## src/rtl/vga_scan_ctrl.sv

```systemverilog
// vga_scan_ctrl
// 640x480@60 scan generator and pixel sink. It derives a pixel clock-enable
// from the system clock and presents scan coordinates to the renderers. One
// pixel period later it drives the returned colour and the sync pulses to the
// connector.
//
// Ports
//   clk          system clock (100 MHz)
//   rstn         asynchronous active-low reset
//   icolor[11:0] {R,G,B} from the renderer mux, valid one clk after cx/cy
//   cx[9:0]      visible column (0 outside the visible area)
//   cy[8:0]      visible row    (0 outside the visible area)
//   active       cx/cy address a visible pixel
//   pix_ce       one-clk pulse per pixel period
//   frame_start  one-clk pulse when pixel (0,0) is first presented
//   hs, vs       active-low syncs, aligned with r/g/b
//   r, g, b      4-bit colour channels, forced to 0 during blanking
module vga_scan_ctrl #(
   parameter int H_ACTIVE = 640,
   parameter int H_FP     = 16,
   parameter int H_SYNC   = 96,
   parameter int H_BP     = 48,
   parameter int V_ACTIVE = 480,
   parameter int V_FP     = 10,
   parameter int V_SYNC   = 2,
   parameter int V_BP     = 33,
   parameter int CLK_DIV  = 4     // must be >= 2
) (
   input  logic        clk,
   input  logic        rstn,
   input  logic [11:0] icolor,
   output logic [9:0]  cx,
   output logic [8:0]  cy,
   output logic        active,
   output logic        pix_ce,
   output logic        frame_start,
   output logic        hs,
   output logic        vs,
   output logic [3:0]  r,
   output logic [3:0]  g,
   output logic [3:0]  b
);

   localparam int H_TOTAL = H_ACTIVE + H_FP + H_SYNC + H_BP;
   localparam int V_TOTAL = V_ACTIVE + V_FP + V_SYNC + V_BP;
   localparam int DIV_W   = $clog2(CLK_DIV);

   localparam logic [DIV_W-1:0] DIV_LOAD = DIV_W'(CLK_DIV - 1);
   localparam logic [9:0] H_LAST = 10'(H_TOTAL - 1);
   localparam logic [9:0] V_LAST = 10'(V_TOTAL - 1);
   localparam logic [9:0] H_VIS  = 10'(H_ACTIVE);
   localparam logic [9:0] V_VIS  = 10'(V_ACTIVE);
   localparam logic [9:0] HS_BEG = 10'(H_ACTIVE + H_FP);
   localparam logic [9:0] HS_END = 10'(H_ACTIVE + H_FP + H_SYNC);
   localparam logic [9:0] VS_BEG = 10'(V_ACTIVE + V_FP);
   localparam logic [9:0] VS_END = 10'(V_ACTIVE + V_FP + V_SYNC);

   logic [DIV_W-1:0] div_cnt;
   logic [9:0]       hcnt;
   logic [9:0]       vcnt;
   logic             vis_now;
   logic             hsync_now;
   logic             vsync_now;
   logic             hsync_q;
   logic             vsync_q;

   // Pixel divider runs as a down-counter; terminal count zero is the
   // last system clock of the pixel period.
   always_ff @(posedge clk or negedge rstn) begin
      if (!rstn) begin
         div_cnt <= DIV_LOAD;
      end else if (div_cnt == '0) begin
         div_cnt <= DIV_LOAD;
      end else begin
         div_cnt <= div_cnt - 1'b1;
      end
   end

   assign pix_ce = (div_cnt == '0);

   always_ff @(posedge clk or negedge rstn) begin
      if (!rstn) begin
         hcnt <= '0;
         vcnt <= '0;
      end else if (pix_ce) begin
         if (hcnt == H_LAST) begin
            hcnt <= '0;
            vcnt <= (vcnt == V_LAST) ? '0 : vcnt + 1'b1;
         end else begin
            hcnt <= hcnt + 1'b1;
         end
      end
   end

   assign vis_now   = (hcnt < H_VIS) && (vcnt < V_VIS);
   assign hsync_now = (hcnt >= HS_BEG) && (hcnt < HS_END);
   assign vsync_now = (vcnt >= VS_BEG) && (vcnt < VS_END);

   // Coordinates take the counter value that is about to be left behind.
   // They therefore change on the same edge the counters advance, which
   // gives the renderer the full period minus one clock.
   always_ff @(posedge clk or negedge rstn) begin
      if (!rstn) begin
         active  <= 1'b0;
         cx      <= '0;
         cy      <= '0;
         hsync_q <= 1'b0;
         vsync_q <= 1'b0;
      end else if (pix_ce) begin
         active  <= vis_now;
         cx      <= vis_now ? hcnt : '0;
         cy      <= vis_now ? vcnt[8:0] : '0;
         hsync_q <= hsync_now;
         vsync_q <= vsync_now;
      end
   end

   // Output stage closes the pixel that was on cx/cy during the ending
   // period, so the syncs stay aligned with the colour they accompany.
   always_ff @(posedge clk or negedge rstn) begin
      if (!rstn) begin
         r  <= '0;
         g  <= '0;
         b  <= '0;
         hs <= 1'b1;
         vs <= 1'b1;
      end else if (pix_ce) begin
         {r, g, b} <= active ? icolor : 12'h000;
         hs        <= ~hsync_q;
         vs        <= ~vsync_q;
      end
   end

   always_ff @(posedge clk or negedge rstn) begin
      if (!rstn) begin
         frame_start <= 1'b0;
      end else begin
         frame_start <= pix_ce && (hcnt == '0) && (vcnt == '0);
      end
   end

endmodule

```

## config.mk

```make
export PLATFORM = sky130hd
export DESIGN_NAME = vga_scan_ctrl
export DESIGN_NICKNAME = d
export VERILOG_FILES = /design/src/rtl/vga_scan_ctrl.sv
export SDC_FILE = /design/constraint.sdc
export NUM_CORES = 1
export LEC_CHECK = 0
export CORE_MARGIN = 4
export CORE_UTILIZATION = 52
export DETAILED_ROUTE_END_ITERATION = 8
export PLACE_DENSITY = 0.8
export SKIP_LAST_GASP = 1
export SLEW_MARGIN = 25
export SYNTH_ARGS = -nofsm -noshare
export SYNTH_HDL_FRONTEND = slang
export SYNTH_SLANG_ARGS = --single-unit
```

## constraint.sdc

```tcl
create_clock -name clk -period 1.9 [get_ports clk]
set_clock_uncertainty 0.1 [all_clocks]
set_input_delay 0.285 -clock clk [delete_from_list [all_inputs] [get_ports clk]]
set_output_delay 0.285 -clock clk [all_outputs]
set_load 0.02 [all_outputs]
```

; Yosys cells after proc, flatten, opt, wreduce, memory -nomap -nowiden
; Index checks and enable logic that the tools add are counted.
[word_totals]
reg_bits = 59
out_inout_bits = 36
wordCells = 42
[op_classes]
add_sub_neg = 3
order_cmp = 6
n_eq_ne = 2
n_mux = 6
n_bitwise = 2
n_reduce_logical = 9
[op_table]
columns = cell, count
row1 = 10-bit two-way mux, 3
row2 = 10-bit by 1-bit adder with 10-bit output (second input constant), 2
row3 = 10-bit == test (second input constant), 2
row4 = 10-bit zero test, 2
row5 = 10-bit less-than comparator (second input constant), 2
row6 = 10-bit by 9-bit less-than comparator with 1-bit output (second input constant), 2
row7 = 12-bit two-way mux, 1
row8 = 10-bit >= comparator (second input constant), 1
row9 = 10-bit by 9-bit >= comparator with 1-bit output (second input constant), 1
row10 = 9-bit two-way mux, 1
row11 = 1-bit logical AND, 5
row12 = 2-bit zero test, 1
row13 = 2-bit two-way mux, 1
row14 = 1-bit NOT, 2
row15 = 2-bit AND reduction, 1
row16 = 2-bit by 1-bit subtractor with 2-bit output (second input constant), 1

; Logic depth before layout (Yosys ltp)
[logic_depth]
word_depth = 3
mapped_depth = 7
mapped_depth_nobuf = 6

; Worst setup path after synthesis
; OpenSTA, ideal clock, no wires.
[synth_path]
path_type = reg2reg
start = reg div_cnt[0]
end = reg vcnt[8]
setup_time_ns = 0.121
arrival_ns = 1.696
slack_ns = -0.017
stages_incl_launch_ff = 8
n_path_buf = 1
period_less_slack_ns = 1.917
path_cell_list = dfstp_2 inv_1 ha_1 nor4b_4 and4_2 buf_4 o21ai_0 a22o_1
[synth_between]
elab_chain_len = 2
[synth_rtl]
columns = element, line
row1 = from (decl), 58  ; logic [DIV_W-1:0] div_cnt;
row2 = from (signal assigned), 75  ; div_cnt <= div_cnt - 1'b1;
row3 = 2-bit zero test, 79  ; assign pix_ce = (div_cnt == '0);
row4 = named net pix_ce, 35  ; output logic pix_ce,
row5 = 2-bit AND reduction (no source line), --
row6 = to (signal assigned), 88  ; vcnt <= (vcnt == V_LAST) ? '0 : vcnt + 1'b1;
row7 = to (decl), 60  ; logic [9:0] vcnt;
; The timed path passes the listed nets, and every way through them passes these cells.
; A chain may end at the register's enable or synchronous reset.

; Final worst setup path
[layout_path]
start = reg div_cnt[1]
end = reg vcnt[7]
[layout_between]
elab_chain_len = 2
[layout_rtl]
columns = element, line
row1 = 2-bit zero test, 79
row2 = 2-bit AND reduction (no source line), --
; No other way between the ends.

==> flow_summary.toml <==
[outcome]
status = "complete, no violations"

[clock_tree]
cts_inserted_buffers = 9
clock_path_buffers = 2
cts.sinks = 59
cts.htree.levels = 3
cts_tree = "done"
root_buffer = "clkbuf_8"
clkTransAtPathRegs_ns = 0.07
worstSkewPairLatency_ns = 0.34

[logic_synthesis]
synth_seq_area_share_pct = 55.51
synth_nets = 271
yosysTopAreaCell = "dfrtp_1"
synth.top_cell.area_share_pct = 51.57
yosys-top-cells-area = "dfrtp_1, a22o_1, o21ai_0"
yosysMostFrequentCell = "dfrtp_1"
netlist_instances = 252
ys_top_cells_by_count = "dfrtp_1, inv_1, o21ai_0"
synth_edf_count = 0
synth_area_um2 = 2669
syn_avg_cell_area_um2 = 10.59
ys_ff_latch = 59
ys_types = 44
synth_warnings = 0
ys.flop_type = "dfrtp_1"
synth-async-reset-ratio_pct = 100.0

[global_routing]
antenna_found_initial = 0
overflow = 0
grt_pass1_vias = 2272
grt_max_degree = 60
grt_pass1_wl_um = 11430
gr-usage-all-layers_pct = 23.80

[critical_path]
r2r_slack_ns = 0.05
worstPathArrival_ns = 2.02
slowest_stage = "dfstp_2"
reg2regPathDepth = 8
cp_slowest_stage_delay_ns = 0.37
crit_path_max_fanout = 6
cp-start-kind = "flop"
path_class = "flop to flop"
critPathLaunch = "div_cnt[1]"
critPathBufInv = 3
rr_endpoint = "vcnt[7]"
r2r-start = "div_cnt[1]"
cp_top_family = "simple AND/OR/NAND/NOR gates"
path_cells = "inv_2 -> ha_4 -> nor4b_4 -> nand4_4 -> buf_4 -> nor2_1 -> buf_4 -> a32o_1"
crit_path_frequent_cell = "buf_4"
end_kind = "flop"
required_ns = 2.07

[routing]
route.vias.total = 2223
drt_first_pass_iters = 4
drcViolationCount = 0
viasPerCell = 5.558
drt_iter0_drc = 171
wl_per_cell_um = 17.10
finalWirelength_um = 6840
final_antenna_net_count = 0

[sta]
maxSlewViolCount = 0
max_freq_mhz = 540.3
max_slew_margin_pct = 71.79
setup_viol_count_final = 0
hold_viol_final = 0
period_share_pct = 97.41
final.min_clock_period_ns = 1.851
worst_slew_pin_slew_ns = 0.4193
hold_ws_ns = 0.3182

[floorplan]
core_area_um2 = 4848
rows = 25
num_io_pins = 50
die_area_um2 = 6343
die_h_um = 79.64
die_w_um = 79.64
initial_core_util_pct = 55.05

[power]
static-leakage-power_uw = 0.001615
p_comb_share_pct = 3.9
internal_power_uw = 2226
power_density_nw_per_um2 = 760.1
p_total_uw = 2777
p_sw_uw = 551.1
power_frac_seq_pct = 45.9
peakVddDrop_mv = 0.4887
clock_power_share_pct = 50.1
p_sw_share_pct = 19.85

[placement]
place_hpwl_um = 4487
portBuffers = 49
dpl-instance-area_um2 = 3368
routabilityCongestion = 0.9358

[min_path]
min_to = "hs"
hold_path_class = "flop to flop"
holdPathStages = 1
hp-start = "hsync_q"

[cells_and_area]
syn_to_final_growth_pct = 36.90
n_antenna_cell = 0
n_fill_cell = 308
utilization_pct = 75.35
fin_nets = 347
drive_gt1_share_pct = 19.52
postLayoutCellArea_um2 = 3654

[job]
drv_cap = 0
-- layout by cell type (no fill, tap or decap), types with 3 or more instances in the layout --
master	count
clkbuf_8	10
nor4_1	5
nor3_1	5
nand2_1	13
inv_1	23
ha_1	4
nand4_1	5
buf_4	30
a21oi_1	4
dfrtp_1	55
xnor2_1	5
clkdlybuf4s50_1	45
o21ai_0	24
bufinv_16	3
nand3_1	20
nor2_1	14
a22o_1	19
dfstp_2	4
-- worst max path at each step --
stage | end | depth (start not counted)
after floorplan | vcnt[8] | 7
after global placement | vcnt[0] | 5
after detailed placement | vcnt[6] | 6
after CTS | vs | 1
after global routing | vcnt[9] | 8
final | vcnt[7] | 8
-- flip-flops by register name, summed over array words and instances, names as in the netlist --
signal       count
cx              10
hcnt            10
vcnt            10
cy               9
b                4
g                4
r                4
div_cnt          2
active           1
frame_start      1
hs               1
hsync_q          1
vs               1
vsync_q          1
-- layout make-up --
class | count | area (um2) | area share, %
repair buffers | 81 | 740.7 | 20.27
multi-input cells | 151 | 1008 | 27.60
well taps | 67 | 83.83 | 2.295
clock inverters | 5 | 100.1 | 2.740
inverters | 26 | 97.59 | 2.671
flip-flops and latches | 59 | 1481 | 40.55
clock buffers | 11 | 141.4 | 3.870
-- repair_timing --
action                                  4_1_cts  5_1_grt
gates resized for setup                       2        7
hold buffers                                  1        0
endpoints found under the setup margin        2       26
endpoints found under the hold margin        55        0
pin swaps                                     0        3
buffers inserted                              0        2
-- power by group through the flow --
stage,registers [uW],clock network [uW],logic [uW]
4_1_cts,1280,1410,112
2_1_floorplan,1320,0,8.12
5_1_grt,1280,1460,121
6_report,1280,1390,110
3_3_place_gp,1300,0,108
3_5_place_dp,1300,0,110
-- cell families (layout without fill, tap and decap cells) --
logic type	after synthesis	after routing	share of synthesized area (%)
simple gates	79	79	16.74
flops	59	59	55.51
compound gates	58	58	14.77
buf+inv	42	123	7.501
xor+xnor	7	7	2.297
fa+ha+maj	5	5	2.344
mux	2	2	0.8438
-- metrics by stage --
step / setup slack, ns / instances / TNS, ns
after floorplan: 0.05346 / 252 / 0
after global placement: 0.07947 / 381 / 0
after detailed placement: 0.06455 / 381 / 0
after CTS: 0.006632 / 398 / 0
after global routing: -0.01642 / 400 / -0.03691
final: 0.04925 / 400 / 0
-- metal layers --
metal,share of wire [%],track usage [%]
met5,0,0
met4,2.4,12.20
met3,6.7,4.402
met2,48,37.90
met1,43,30.98
Power figures use the tool's default switching activity.
